## src/rtl/ascon_input_loader.sv

```systemverilog
// Byte-stream front end for the ASCON core: shifts key, nonce, DA and plaintext into wide registers, pulses start_o, then holds the frame until done.
// Define ASCON_LOADER_TIMEOUT_EN to add the TIMEOUT_CYCLES parameter and the inter-byte gap abort with sticky error_o.
module ascon_input_loader #(
  parameter int unsigned KEY_BYTES   = 16,
  parameter int unsigned NONCE_BYTES = 16,
  parameter int unsigned DA_BYTES    = 8,
  parameter int unsigned PT_BYTES    = 181
`ifdef ASCON_LOADER_TIMEOUT_EN
  ,
  parameter int unsigned TIMEOUT_CYCLES = 1000000
`endif
) (
  input  logic                    clock_i,
  input  logic                    reset_i,
  input  logic [7:0]              byte_i,
  input  logic                    byte_valid_i,
  output logic                    byte_ready_o,
  input  logic                    done_i,
  output logic                    start_o,
  output logic [8*KEY_BYTES-1:0]  key_o,
  output logic [8*NONCE_BYTES-1:0] nonce_o,
  output logic [8*DA_BYTES-1:0]   da_o,
  output logic [8*PT_BYTES-1:0]   plain_text_o,
  output logic                    busy_o,
  output logic                    error_o
);

  localparam int unsigned N_BYTES = KEY_BYTES + NONCE_BYTES + DA_BYTES + PT_BYTES;
  localparam int unsigned CNT_W   = $clog2(N_BYTES + 1);

  // Cumulative field boundaries, expressed in counter width.
  localparam logic [CNT_W-1:0] C_NONCE = CNT_W'(KEY_BYTES);
  localparam logic [CNT_W-1:0] C_DA    = CNT_W'(KEY_BYTES + NONCE_BYTES);
  localparam logic [CNT_W-1:0] C_PT    = CNT_W'(KEY_BYTES + NONCE_BYTES + DA_BYTES);
  localparam logic [CNT_W-1:0] C_LAST  = CNT_W'(N_BYTES - 1);

  typedef enum logic [1:0] {
    S_IDLE,
    S_LOAD,
    S_START,
    S_BUSY
  } state_t;

  state_t                   r_state;
  logic [CNT_W-1:0]         r_cnt;
  logic [8*KEY_BYTES-1:0]   r_key;
  logic [8*NONCE_BYTES-1:0] r_nonce;
  logic [8*DA_BYTES-1:0]    r_da;
  logic [8*PT_BYTES-1:0]    r_pt;
  logic                     r_ready;
  logic                     r_start;
  logic                     r_busy;
  logic                     r_done_d;

  logic w_accept;
  logic w_done_rise;

`ifdef ASCON_LOADER_TIMEOUT_EN
  localparam int unsigned      GAP_W  = $clog2(TIMEOUT_CYCLES + 1);
  localparam logic [GAP_W-1:0] G_LAST = GAP_W'(TIMEOUT_CYCLES - 1);

  logic [GAP_W-1:0] r_gap;
  logic             r_error;
`endif

  assign w_accept    = byte_valid_i & r_ready;
  // done_i may be held as a level; only its rising cycle completes a BUSY phase.
  assign w_done_rise = done_i & ~r_done_d;

  always_ff @(posedge clock_i or negedge reset_i) begin
    if (!reset_i) begin
      r_state  <= S_IDLE;
      r_cnt    <= '0;
      r_key    <= '0;
      r_nonce  <= '0;
      r_da     <= '0;
      r_pt     <= '0;
      r_ready  <= 1'b0;
      r_start  <= 1'b0;
      r_busy   <= 1'b0;
      r_done_d <= 1'b0;
`ifdef ASCON_LOADER_TIMEOUT_EN
      r_gap    <= '0;
      r_error  <= 1'b0;
`endif
    end else begin
      r_done_d <= done_i;
      r_start  <= 1'b0;

      // Big-endian assembly: each new byte enters at the LSB, so the first byte ends at the MSB.
      if (w_accept) begin
        if (r_cnt < C_NONCE) begin
          r_key <= (r_key << 8) | {{(8*KEY_BYTES-8){1'b0}}, byte_i};
        end else if (r_cnt < C_DA) begin
          r_nonce <= (r_nonce << 8) | {{(8*NONCE_BYTES-8){1'b0}}, byte_i};
        end else if (r_cnt < C_PT) begin
          r_da <= (r_da << 8) | {{(8*DA_BYTES-8){1'b0}}, byte_i};
        end else begin
          r_pt <= (r_pt << 8) | {{(8*PT_BYTES-8){1'b0}}, byte_i};
        end
`ifdef ASCON_LOADER_TIMEOUT_EN
        r_gap   <= '0;
        r_error <= 1'b0;
`endif
      end

      case (r_state)
        S_IDLE, S_LOAD: begin
          r_ready <= 1'b1;
          if (w_accept) begin
            if (r_cnt == C_LAST) begin
              r_state <= S_START;
              r_ready <= 1'b0;
              r_start <= 1'b1;
              r_busy  <= 1'b1;
            end else begin
              r_state <= S_LOAD;
              r_cnt   <= r_cnt + CNT_W'(1);
            end
          end
`ifdef ASCON_LOADER_TIMEOUT_EN
          else if (r_state == S_LOAD) begin
            // A stalled source abandons the partial frame; the next byte restarts at key byte 0.
            if (r_gap == G_LAST) begin
              r_state <= S_IDLE;
              r_cnt   <= '0;
              r_gap   <= '0;
              r_error <= 1'b1;
            end else begin
              r_gap <= r_gap + GAP_W'(1);
            end
          end
`endif
        end
        S_START: begin
          r_state <= S_BUSY;
        end
        S_BUSY: begin
          if (w_done_rise) begin
            r_state <= S_IDLE;
            r_cnt   <= '0;
            r_busy  <= 1'b0;
            r_ready <= 1'b1;
          end
        end
        default: begin
          r_state <= S_IDLE;
        end
      endcase
    end
  end

  assign byte_ready_o = r_ready;
  assign start_o      = r_start;
  assign busy_o       = r_busy;
  assign key_o        = r_key;
  assign nonce_o      = r_nonce;
  assign da_o         = r_da;
  assign plain_text_o = r_pt;

`ifdef ASCON_LOADER_TIMEOUT_EN
  assign error_o = r_error;
`else
  assign error_o = 1'b0;
`endif

endmodule

```

## config.mk

```make
export PLATFORM = sky130hd
export DESIGN_NAME = ascon_input_loader
export DESIGN_NICKNAME = d
export VERILOG_FILES = /design/src/rtl/ascon_input_loader.sv
export SDC_FILE = /design/constraint.sdc
export NUM_CORES = 2
export LEC_CHECK = 0
export CAP_MARGIN = 20
export CORE_AREA = 2 2 695 697
export DETAILED_ROUTE_END_ITERATION = 16
export DIE_AREA = 0 0 697 699
export GPL_ROUTABILITY_DRIVEN = 1
export GPL_TIMING_DRIVEN = 0
export PLACE_DENSITY = 0.38
export SETUP_SLACK_MARGIN = 0.3
export SYNTH_ARGS = -nofsm -noshare
export SYNTH_HDL_FRONTEND = slang
export SYNTH_SLANG_ARGS = --single-unit
export TNS_END_PERCENT = 10
```

## constraint.sdc

```tcl
create_clock -name clock_i -period 1.7 [get_ports clock_i]
set_input_delay 0.255 -clock clock_i [delete_from_list [all_inputs] [get_ports clock_i]]
set_output_delay 0.255 -clock clock_i [all_outputs]
set_load 0.02 [all_outputs]
```

==> summary.txt <==
Initial core utilization - 0.1378
HP Start - byte_i[6]
Crit path largest cell delay - 340 ps
Die ar. - 487,200 um2
Sum Neg Setup Slack - -1,141,130 ps
Wire per inst - 25.33 um
Clk root buf - clkbuf_16
Die height - 699 um
Utilization after layout - 0.2111
Slew margin rel. - 0.3698
RSZ-0062 raised after global routing - yes
Reg2reg setup slack - -460 ps
CTS tree - done
Placed cell areas - 92,940 um2
Post-synth EDFFs - 0
Worst hold stages - 2
Top_reg_cell synth - dfrtp_1
Slowest CP cell - dfrtp_1
Hold Path Class - in -> reg
Period utilization - 1.272
Max-cap violations - 0
Placer congestion estimate - 0.8085
P_leak - 0.05440 uW
Worst-Margin Slew - 945.3 ps
Input/output buffers - 1,782
Largest net degree at the start of global routing - 161
Worst vdd ir - 859.4 uV
Cell count after synthesis - 3,816
CP Class - reg -> reg
Async SR Flop Fraction - 1.000
Startpoint Class - flop
First-pass GRT wire length - 422,300 um
Clock latency on the worst-skew pair - 880 ps
Num CTS Buffers - 222
Rows - 255
Register-to-Register Path Depth - 10
Status - finished with violations
CTS max path bufs - 4
DIE WIDTH - 697 um
CTS clk-pin slew, worst paths - 60 ps
Nets@finish - 5,954
FF-to-FF Start - r_cnt[5]
Hold slack final - 176.9 ps
Mean Syn Cell Area - 17.35 um2
Layout cell share with drive strength beyond 1 - 0.2965
Grt total ovfl - 0
Slew Viols, Final - 0
I/O pin total - 1,784
WP data required - 2440 ps
Final HPWL DP - 240,900 um
Sequential fraction of the synthesis area - 0.6737
Most frequent cells in the layout - dfrtp_1 (1,726), dlygate4sd2_1 (1,557), mux2_2 (886)
Initial antenna violation count - 23
Initial DRC Count - 1,752
Fmax achieved - 462.5 MHz
Failing checks - setup timing
1st-pass router iterations - 4
Leading cell type in the layout, fill and taps excluded - dfrtp_1
Netlist cell types - 33
PD cells - 1115 nW/um2
Post-route setup slack - -462.0 ps
DRC Markers - 0
Hold Path Sink - da_o[6]
Syn nets - 3,830
Via count - 41,680
Yosys warns - 0
Global Route Usage Sum - 0.1244
Post-synth design cell area - 66,190 um2
Fin crit period - 2162 ps
Non-Filler Cell Area, Final - 101,400 um2
Routed vias/inst - 3.322
Critical path cell sequence - buf_6 > o21ai_4 > a21oi_4 > buf_12 > buf_16 > buf_6 > buf_12 > clkbuf_16 > clkbuf_16 > mux2_1
Crit path DAT - 2900 ps
Yosys reg bits - 1,782
CP endpoint kind - flop
Vias in the first global route - 44,740
Clock Skew - 63.57 ps
Place WS - -2903 ps
Area Overhead vs Synth - 53.15%
CP max FO - 6
Core area - 480,200 um2
H-tree depth - 4
R2R Path End - plain_text_o[1035]
Post-route ant nets - 0
Post-Route WL - 317,800 um
# setup viols final - 4,342
CTS sink count - 1,782
Final hold vios - 0
-- worst max-delay path, delay by kind of cell, from the launching register on --
kind | cells | cell delay, ps
buf+inv | 7 | 1060
flops | 1 | 340
mux | 1 | 310
compound gates | 2 | 240
-- metal layers --
layer  wire length [um]  vias up  global-route usage
met5                  0        -                   0
li1                   -    17930                   -
met1             117900    22090              0.1349
met3              24060      313             0.04158
met4               8212        0             0.02970
met2             167600     1351              0.2314
-- logic make-up (layout without fill, tap and decap cells) --
| group | after synthesis | count (layout) | synth area share |
|---|---|---|---|
| buf+inv | 202 | 2497 | 0.01973 |
| other cells | 1 | 13 | 0.00005666 |
| compound gates | 21 | 21 | 0.002023 |
| mux | 1768 | 1768 | 0.3008 |
| fa+ha+maj | 2 | 2 | 0.0003780 |
| flops | 1782 | 1782 | 0.6737 |
| simple gates | 40 | 40 | 0.003308 |
-- power by group --
group	switching, uW	leakage, uW	total [uW]	internal, uW
combinational	11000	0.0263	18900	7860
clock	19600	0.00360	47700	28200
sequential	1810	0.0245	46500	44700
-- flip-flops by register name (all words and copies together), names as in the netlist --
register and cells:
plain_text_o 1448, start_o 1, byte_ready_o 1, r_state 2, r_done_d 1, busy_o 1
da_o 64, key_o 128, r_cnt 8, nonce_o 128
-- timing repair --
item | 4_1_cts | 5_1_grt
pin swaps | 1 | 2
setup endpoints to repair | 4274 | 4717
gates cloned | 21 | 22
setup buffers | 39 | 11
hold buffers | 4 | 5
hold endpoints to repair | 610 | 309
resized for setup | 2150 | 164
-- Yosys cell counts, types with 3 or more instances --
master / count / area (um2)
mux2_2: 908 / 10220
inv_1: 3 / 11.26
mux2_1: 860 / 9684
clkbuf_1: 3 / 11.26
buf_4: 94 / 705.7
nand2_1: 14 / 52.55
nand4b_1: 3 / 26.28
nand3b_1: 5 / 37.54
buf_6: 11 / 123.9
buf_2: 90 / 450.4
o21ai_0: 9 / 45.04
nor2_1: 6 / 22.52
dfrtp_1: 1782 / 44590
-- cell type report --
class / instances / area [um2]
well taps: 6425 / 8039
inverters: 3 / 11.26
multi-input cells: 1832 / 20850
plain buffers: 199 / 2216
fillers: 51350 / 378800
flip-flops and latches: 1782 / 44730
clock buffers: 335 / 6544
repair buffers: 1900 / 18180
diodes: 12 / 30.03
clock inverters: 60 / 763.2
-- stage by stage --
step / total power (uW) / instances
6_report: 113100 / 12550
5_1_grt: 118000 / 12540
4_1_cts: 114900 / 12500
3_5_place_dp: 66420 / 12040
3_3_place_gp: 65500 / 12020
2_1_floorplan: 55860 / 3816
-- worst max path at each step --
| stage | from | to | slack [ps] | cells past startpoint |
|---|---|---|---|---|
| after global routing | r_cnt[5] | plain_text_o[1420] | -570 | 10 |
| after global placement | reset_i | r_cnt[6] | -91060 | 1 |
| after CTS | plain_text_o[450] | plain_text_o[450] | -550 | 1 |
| after detailed placement | reset_i | plain_text_o[1006] | -2900 | 6 |
| after floorplan | r_cnt[5] | key_o[40] | 0.8 | 6 |
| final | r_cnt[5] | plain_text_o[1035] | -460 | 10 |
(Power assumes the default switching activity.)
